$ cat src/rtl/fetch_pkg.sv
// Purpose: shared types and constants for the instruction fetch stage.
// Latency: n/a (declarations only).
// Backpressure: n/a.
package fetch_pkg;

  typedef enum logic [1:0] {
    FETCH = 2'd0,
    HOLD  = 2'd1,
    KILL  = 2'd2
  } state_t;

  localparam int INSTR_W = 32;
  localparam int ADDR_W  = 64;
  localparam int PC_STEP = 4;
  localparam int OP_HI   = 31;
  localparam int OP_LO   = 21;
  localparam int OP_W    = OP_HI - OP_LO + 1;

  // Instructions are word aligned: force the two low address bits to zero.
  function automatic logic [ADDR_W-1:0] align_pc(input logic [ADDR_W-1:0] a);
    return a & ~{{(ADDR_W-2){1'b0}}, 2'b11};
  endfunction

endpackage

$ cat src/rtl/if_id_reg.sv
// Purpose: IF/ID pipeline register with flush, load and bubble controls.
// Latency: 1 cycle from control/data inputs to outputs.
// Backpressure: with no control asserted the contents hold (decode stall).
module if_id_reg
  import fetch_pkg::*;
(
  input  logic               clk,
  input  logic               reset,
  input  logic               flush,
  input  logic               load,
  input  logic               bubble,
  input  logic [INSTR_W-1:0] load_instr,
  input  logic [ADDR_W-1:0]  load_pc,
  output logic               valid,
  output logic [INSTR_W-1:0] instr,
  output logic [ADDR_W-1:0]  pc
);

  // Flush wins over load; bubble clears valid and the word but keeps pc.
  always_ff @(posedge clk or negedge reset) begin
    if (!reset) begin
      valid <= 1'b0;
      instr <= '0;
      pc    <= '0;
    end else if (flush) begin
      valid <= 1'b0;
      instr <= '0;
      pc    <= '0;
    end else if (load) begin
      valid <= 1'b1;
      instr <= load_instr;
      pc    <= load_pc;
    end else if (bubble) begin
      valid <= 1'b0;
      instr <= '0;
    end
  end

endmodule

$ cat src/rtl/fetch_stage.sv
// Purpose: instruction fetch FSM (FETCH/HOLD/KILL), pc, one-entry skid and IF/ID.
// Latency: 1 cycle from imem_ack to valid_id; one instruction per cycle at zero wait.
// Backpressure: id_stall holds IF/ID; one extra word parks in the skid and stops requests.
module fetch_stage
  import fetch_pkg::*;
#(
  parameter logic [ADDR_W-1:0] RESET_PC = 64'h0
) (
  input  logic               clk,
  input  logic               reset,
  output logic               imem_req,
  output logic [ADDR_W-1:0]  imem_addr,
  input  logic               imem_ack,
  input  logic [INSTR_W-1:0] imem_rdata,
  input  logic               id_stall,
  input  logic               pc_src,
  input  logic [ADDR_W-1:0]  pc_branch,
  output logic               valid_id,
  output logic [INSTR_W-1:0] instr_id,
  output logic [ADDR_W-1:0]  pc_id,
  output logic [OP_W-1:0]    op_id
);

  state_t             state, state_nxt;
  logic [ADDR_W-1:0]  pc, pc_nxt;
  logic [ADDR_W-1:0]  kill_addr, kill_addr_nxt;
  logic [INSTR_W-1:0] skid_instr;
  logic [ADDR_W-1:0]  skid_pc;
  logic               skid_we;
  logic               flush, load, bubble;
  logic [INSTR_W-1:0] ld_instr;
  logic [ADDR_W-1:0]  ld_pc;

  // Request is live in FETCH and KILL; reset forces it low immediately.
  assign imem_req  = reset && (state != HOLD);
  assign imem_addr = (state == KILL) ? kill_addr : pc;
  assign op_id     = instr_id[OP_HI:OP_LO];

  // State, pc, stale-request address and skid entry registers.
  always_ff @(posedge clk or negedge reset) begin
    if (!reset) begin
      state      <= FETCH;
      pc         <= RESET_PC;
      kill_addr  <= '0;
      skid_instr <= '0;
      skid_pc    <= '0;
    end else begin
      state     <= state_nxt;
      pc        <= pc_nxt;
      kill_addr <= kill_addr_nxt;
      if (skid_we) begin
        skid_instr <= imem_rdata;
        skid_pc    <= pc;
      end else if (flush) begin
        skid_instr <= '0;
        skid_pc    <= '0;
      end
    end
  end

  // Next state, next pc and IF/ID controls; redirect beats stall and ack.
  always_comb begin
    state_nxt     = state;
    pc_nxt        = pc;
    kill_addr_nxt = kill_addr;
    skid_we       = 1'b0;
    flush         = 1'b0;
    load          = 1'b0;
    bubble        = 1'b0;
    ld_instr      = imem_rdata;
    ld_pc         = pc;
    case (state)
      FETCH: begin
        if (pc_src) begin
          flush  = 1'b1;
          pc_nxt = align_pc(pc_branch);
          // A request still in flight must be drained before refetching.
          if (!imem_ack) begin
            state_nxt     = KILL;
            kill_addr_nxt = pc;
          end
        end else if (imem_ack) begin
          pc_nxt = pc + ADDR_W'(PC_STEP);
          if (id_stall && valid_id) begin
            skid_we   = 1'b1;
            state_nxt = HOLD;
          end else begin
            load = 1'b1;
          end
        end else if (!id_stall) begin
          bubble = 1'b1;
        end
      end
      HOLD: begin
        if (pc_src) begin
          flush     = 1'b1;
          pc_nxt    = align_pc(pc_branch);
          state_nxt = FETCH;
        end else if (!id_stall) begin
          load      = 1'b1;
          ld_instr  = skid_instr;
          ld_pc     = skid_pc;
          state_nxt = FETCH;
        end
      end
      KILL: begin
        if (pc_src) begin
          flush  = 1'b1;
          pc_nxt = align_pc(pc_branch);
        end
        // The ack retires the stale request; a same-cycle redirect only
        // updates the target, so no second stale fetch is issued.
        if (imem_ack) begin
          state_nxt = FETCH;
        end
      end
      default: state_nxt = FETCH;
    endcase
  end

  if_id_reg u_if_id (
    .clk        (clk),
    .reset      (reset),
    .flush      (flush),
    .load       (load),
    .bubble     (bubble),
    .load_instr (ld_instr),
    .load_pc    (ld_pc),
    .valid      (valid_id),
    .instr      (instr_id),
    .pc         (pc_id)
  );

endmodule
$ cat config.mk
export PLATFORM = sky130hd
export DESIGN_NAME = fetch_stage
export DESIGN_NICKNAME = d
export VERILOG_FILES = /design/src/rtl/fetch_pkg.sv /design/src/rtl/if_id_reg.sv /design/src/rtl/fetch_stage.sv
export SDC_FILE = /design/constraint.sdc
export NUM_CORES = 1
export LEC_CHECK = 0
export ABC_AREA = 1
export BUFFER_PORTS_ARGS = -buffer_cell sky130_fd_sc_hd__buf_2
export CAP_MARGIN = 30
export CORE_UTILIZATION = 40
export DETAILED_ROUTE_END_ITERATION = 10
export RECOVER_POWER = 25
export SYNTH_ARGS = -nofsm -noshare
export SYNTH_HDL_FRONTEND = slang
export SYNTH_HIERARCHICAL = 1
export SYNTH_SLANG_ARGS = --single-unit
$ cat constraint.sdc
create_clock -name clk -period 3.05 [get_ports clk]
set_input_delay 0.305 -clock clk [delete_from_list [all_inputs] [get_ports clk]]
set_output_delay 0.305 -clock clk [all_outputs]
set_load 0.05 [all_outputs]
* After elaboration in Yosys (flattened, before gate mapping)
Index checks and enable logic that the tools add are counted.
Word-level totals: input bits 101, register bits 323, logic and storage cells 77, output and inout port bits 173
Cells by class: reductions and logical operators 12, multiplexer cells 46, $add $sub $neg 1, bitwise operators 1, equal/unequal tests 9
Operators by type and width (number):
- 64-bit two-way mux | 11
- 32-bit two-way mux | 8
- 64-bit case mux with 2 select lines | 1
- 64-bit by 3-bit adder with 64-bit output (second input constant) | 1
- 1-bit two-way mux | 17
- 2-bit two-way mux | 7
- 3-bit != test (second input constant) | 4
- 2-bit case mux with 3 select lines | 1
- 3-bit AND reduction | 2
- 2-bit nonzero test | 3
- 5-bit AND reduction | 1
- 2-bit by 1-bit != test with 1-bit output (second input constant) | 2
- 3-bit nonzero test | 1
- 3-bit OR reduction | 1
- 2-bit by 1-bit == test with 1-bit output (second input constant) | 1
- 2-bit == test (second input constant) | 1
- 1-bit logical AND | 2
- 2-bit zero test | 1
- 2-bit != test (second input constant) | 1
- 1-bit case mux with 2 select lines | 1
- 2-bit OR reduction | 1
- 1-bit inverter | 1

* Depth between registers and ports, before layout
depth after elaboration 7, depth in mapped cells 12, depth with buffers taken out 12

* Hierarchy
The synthesis kept the hierarchy.
Modules (own cells, without submodules):
- fetch_stage | area an instance 12914.9 um^2, cells an instance 1873, times used 1
- if_id_reg | area an instance 3703.6 um^2, cells an instance 414, times used 1

* Worst setup path before layout
OpenSTA, ideal clock, no wires.
path type register to output, start point register state[0], end point output imem_addr[2], setup slack 675 ps, data arrival time 2070 ps, stages on the path, launching flop included 6, path buffers 2, data required time 2745 ps, cells stage by stage dfrtp_1 > inv_1 > ha_1 > clkbuf_1 > clkbuf_1 > o21ai_0
On the way: cells in the longest elaborated chain, start to end 2
Ends and longest elaborated chain:
- from (decl) | line fetch_stage.sv:24 | state_t state, state_nxt;
- from (signal assigned) | line fetch_stage.sv:48 | state <= state_nxt;
- 2-bit == test | line fetch_stage.sv:36 | assign imem_addr = (state == KILL) ? kill_addr : pc;
- 64-bit two-way mux | line fetch_stage.sv:36
- to (decl) | line fetch_stage.sv:12 | output logic [ADDR_W-1:0] imem_addr,
Every way passes these cells.

* Worst setup path after layout
start point register state[0], end point output imem_addr[29]
The elaborated chain is that of the path after synthesis.

==> reports/qor.yml <==
power_and_ir_drop:
  power_frac_clock_pct: 20.5
  p_seq_share_pct: 31.7
  pwr-share-comb_pct: 47.8
  power_density_mw_per_mm2: 1030
  leakagePower_nw: 10.3
  total_power_mw: 20.3
  swShare_pct: 50.2
  netSwitchingPower_mw: 10.2
  internal_power_mw: 10.1
  peakVddDrop_uv: 616
timing:
  setup_slack_ns: 0.322
  min_period_ns: 2.73
  report.final.slew_viol_count: 179
  setup_viol: 0
  tightest_slew_ns: 1.81
  setup_tns_ns: 0
  final.period_utilization_pct: 89.4
  final-hold-violation-count: 0
  fin_skew_ns: 0.0195
  slew_headroom_pct: -20.7
  rsz0062_at_grt: "no"
  fmax_ghz: 0.367
logic_synthesis:
  synth_area_sq_mm: 0.0166
  ys_top_cells_by_area: "dfrtp_1 (48%), nand2_1 (18%), o21ai_0 (7.7%)"
  synth_top_family_by_area: "simple AND/OR/NAND/NOR gates"
  synth_fa_ha_area_share_pct: 0.376
  synth_xor_area_share_pct: 0.316
  syn_inst: 2287
  synth_compound_area_share_pct: 13.6
  syn_avg_cell_area_sq_um: 7.27
  yosys_warnings: 6
  synth_top_area_share_pct: 47.9
  synthMuxAreaShare_pct: 0
  synth-simple-area-share_pct: 28.0
  ys_seq_area_share_pct: 47.9
  ys_ff_latch: 318
  synth_cell_types: 32
  yosys.area.top_type: "dfrtp_1"
worst_setup_path:
  endpoint_kind: "output port"
  crit_arrival_ns: 2.42
  start_kind: "register"
  cp.required_ns: 2.74
  cp_max_fo: 50
  crit_type: "register to output port"
global_route:
  overflow: 0
  grt_pass1_vias: 14852
  antenna_found_initial: 0
  grt.total_usage_pct: 25.6
  grt_max_degree: 190
  grt_pass1_wl_um: 84200
drt:
  via_count: 15572
  firstDrtPassIters: 6
  wl_per_cell_um: 17.3
  route.detailed.drc: 0
  drt_iter0_markers: 1212
  vias_per_cell: 5.08
  antenna_left: 0
  routed_wl_um: 52900
cells_and_area:
  final_net_count: 2613
  area_growth_pct: 18.6
  diodes: 0
  drive_gt1_share_pct: 15.6
  fillers: 4160
clock_network:
  clockBufferDepth: 3
  cts.sinks: 318
  h-tree-depth: 2
  cts_root_buffer: "clkbuf_16"
  cts_tree: "built"
  clock_latency_ns: 0.55
  path_clk_slew_ns: 0.06
  ctsResizeCount: 0
  numCtsBuffers: 36
floorplan:
  start_util_pct: 40.6
  die_w_um: 206
  die_y_um: 206
  ioPinCount: 274
  num_rows: 74
  design.die.area_sq_mm: 0.0424
  core_sq_mm: 0.0409
place:
  routabilityCongestion: 0.942
  io_buffers: 269
  dp_slack_ns: 0.403
  hpwlAfterDp_um: 38100
worst_hold_path:
  holdCritPathClass: "primary input to register"
flow_run:
  cap_violations: 1
run_status:
  status: "complete, but fails checks"
  violations: "capacitance limit, slew limit"
==> stage by stage <==
| stage | utilization (%) | std cells | hold slack, ns | instance area [sq um] |
|---|---|---|---|---|
| 5_1_grt | 48.2 | 3063 | 0.0234 | 19700 |
| 6_report | 48.2 | 3063 | 0.0285 | 19700 |
| 3_5_place_dp | 45.0 | 2982 | 0.247 | 18400 |
| 4_1_cts | 48.2 | 3063 | 0.000407 | 19700 |
| 2_1_floorplan | - | 2288 | 0.00941 | 16600 |
| 3_3_place_gp | 44.9 | 2979 | 0.243 | 18400 |
==> area by class of cell <==
class / count / area, sq um / area share (%)
clock inverter: 9 / 55.1 / 0.279
multi-input combinational: 1574 / 7120 / 36.1
clock buffer: 53 / 1060 / 5.36
timing repair buffer: 311 / 1860 / 9.42
sequential: 318 / 7960 / 40.4
tap: 532 / 666 / 3.38
inverter: 266 / 998 / 5.07
==> synthesized netlist by cell type, drive strengths merged <==
| cell type | count |
|---|---|
| conb | 1 |
| o21bai | 4 |
| o21a | 1 |
| o21ai | 278 |
| nand3 | 108 |
| nand4 | 13 |
| a21oi | 20 |
| buf | 73 |
| clkbuf | 57 |
| nor3 | 6 |
| a31oi | 4 |
| nor2 | 211 |
| xor2 | 6 |
| inv | 266 |
| a22oi | 7 |
| ha | 5 |
| nand2 | 804 |
| dfrtp | 318 |
| o22ai | 105 |
==> power by group through the flow <==
stage / logic (mW) / clock network [mW] / registers (mW)
floorplan: 6.37 / 0 / 7.10
global placement: 9.59 / 0 / 6.47
detailed placement: 9.73 / 0 / 6.50
CTS: 9.78 / 4.29 / 6.44
global route: 10.7 / 4.43 / 6.62
finish: 9.70 / 4.17 / 6.45
==> cells by family after synthesis <==
| logic type | count (synthesis) |
|---|---|
| simple gates | 1142 |
| fa+ha+maj | 5 |
| xor+xnor | 6 |
| compound gates | 419 |
| other cells | 1 |
| buf+inv | 396 |
| flops | 318 |
==> cell usage in the layout (no fill, tap or decap), types with 19 or more instances in the layout <==
cell,instances
o21ai_1,19
buf_2,268
dlygate4sd3_1,19
a21oi_1,20
inv_1,258
nor2_1,186
o22ai_1,105
o21ai_0,257
clkbuf_16,37
dfrtp_1,318
nand2_1,794
nand3_1,104
==> what timing repair did <==
item	in CTS	in global routing
endpoints found under the hold margin	66	0
hold buffers	19	0
setup buffers	0	0
==> path summary, 6_finish.rpt <==
kind	startpoint	end	slack, ns	cells after the start
worst max-delay path	state[0]$_DFFE_PN0P_	imem_addr[29]	0.32	6
worst min-delay path	imem_rdata[22]	skid_instr[22]$_DFFE_PN0P_	0.03	3
worst max register to register	state[0]$_DFFE_PN0P_	u_if_id/pc[10]$_DFFE_PN0P_	0.41	10
worst min register to register	u_if_id/pc[60]$_DFFE_PN0P_	u_if_id/pc[60]$_DFFE_PN0P_	0.47	2
max in group asynchronous	reset	kill_addr[49]$_DFFE_PN0P_	0.59	3
min in group asynchronous	reset	u_if_id/pc[11]$_DFFE_PN0P_	0.26	2
==> routing by layer <==
layer	vias up	global-route usage, %	share of wire, %
li1	7684	-	-
met1	7372	35.7	46
met2	439	40.6	46
met3	77	3.47	5.4
met4	0	9.45	3.0
met5	-	0	0
==> flip-flops by register name (all words and copies together) (netlist names) <==
name	count
u_if_id/pc	64
u_if_id/valid	1
skid_instr	32
kill_addr	62
u_if_id/instr	32
state	2
skid_pc	63
pc	62
==> critical path, stage by stage (launching register included) <==
cell and delay, ns:
dfrtp_1 0.42, inv_1 0.14, ha_4 0.53, buf_4 0.34, nand2_1 0.08, o21ai_0 0.07, buf_2 0.28
Note: power is estimated with default switching activity, not from simulation.
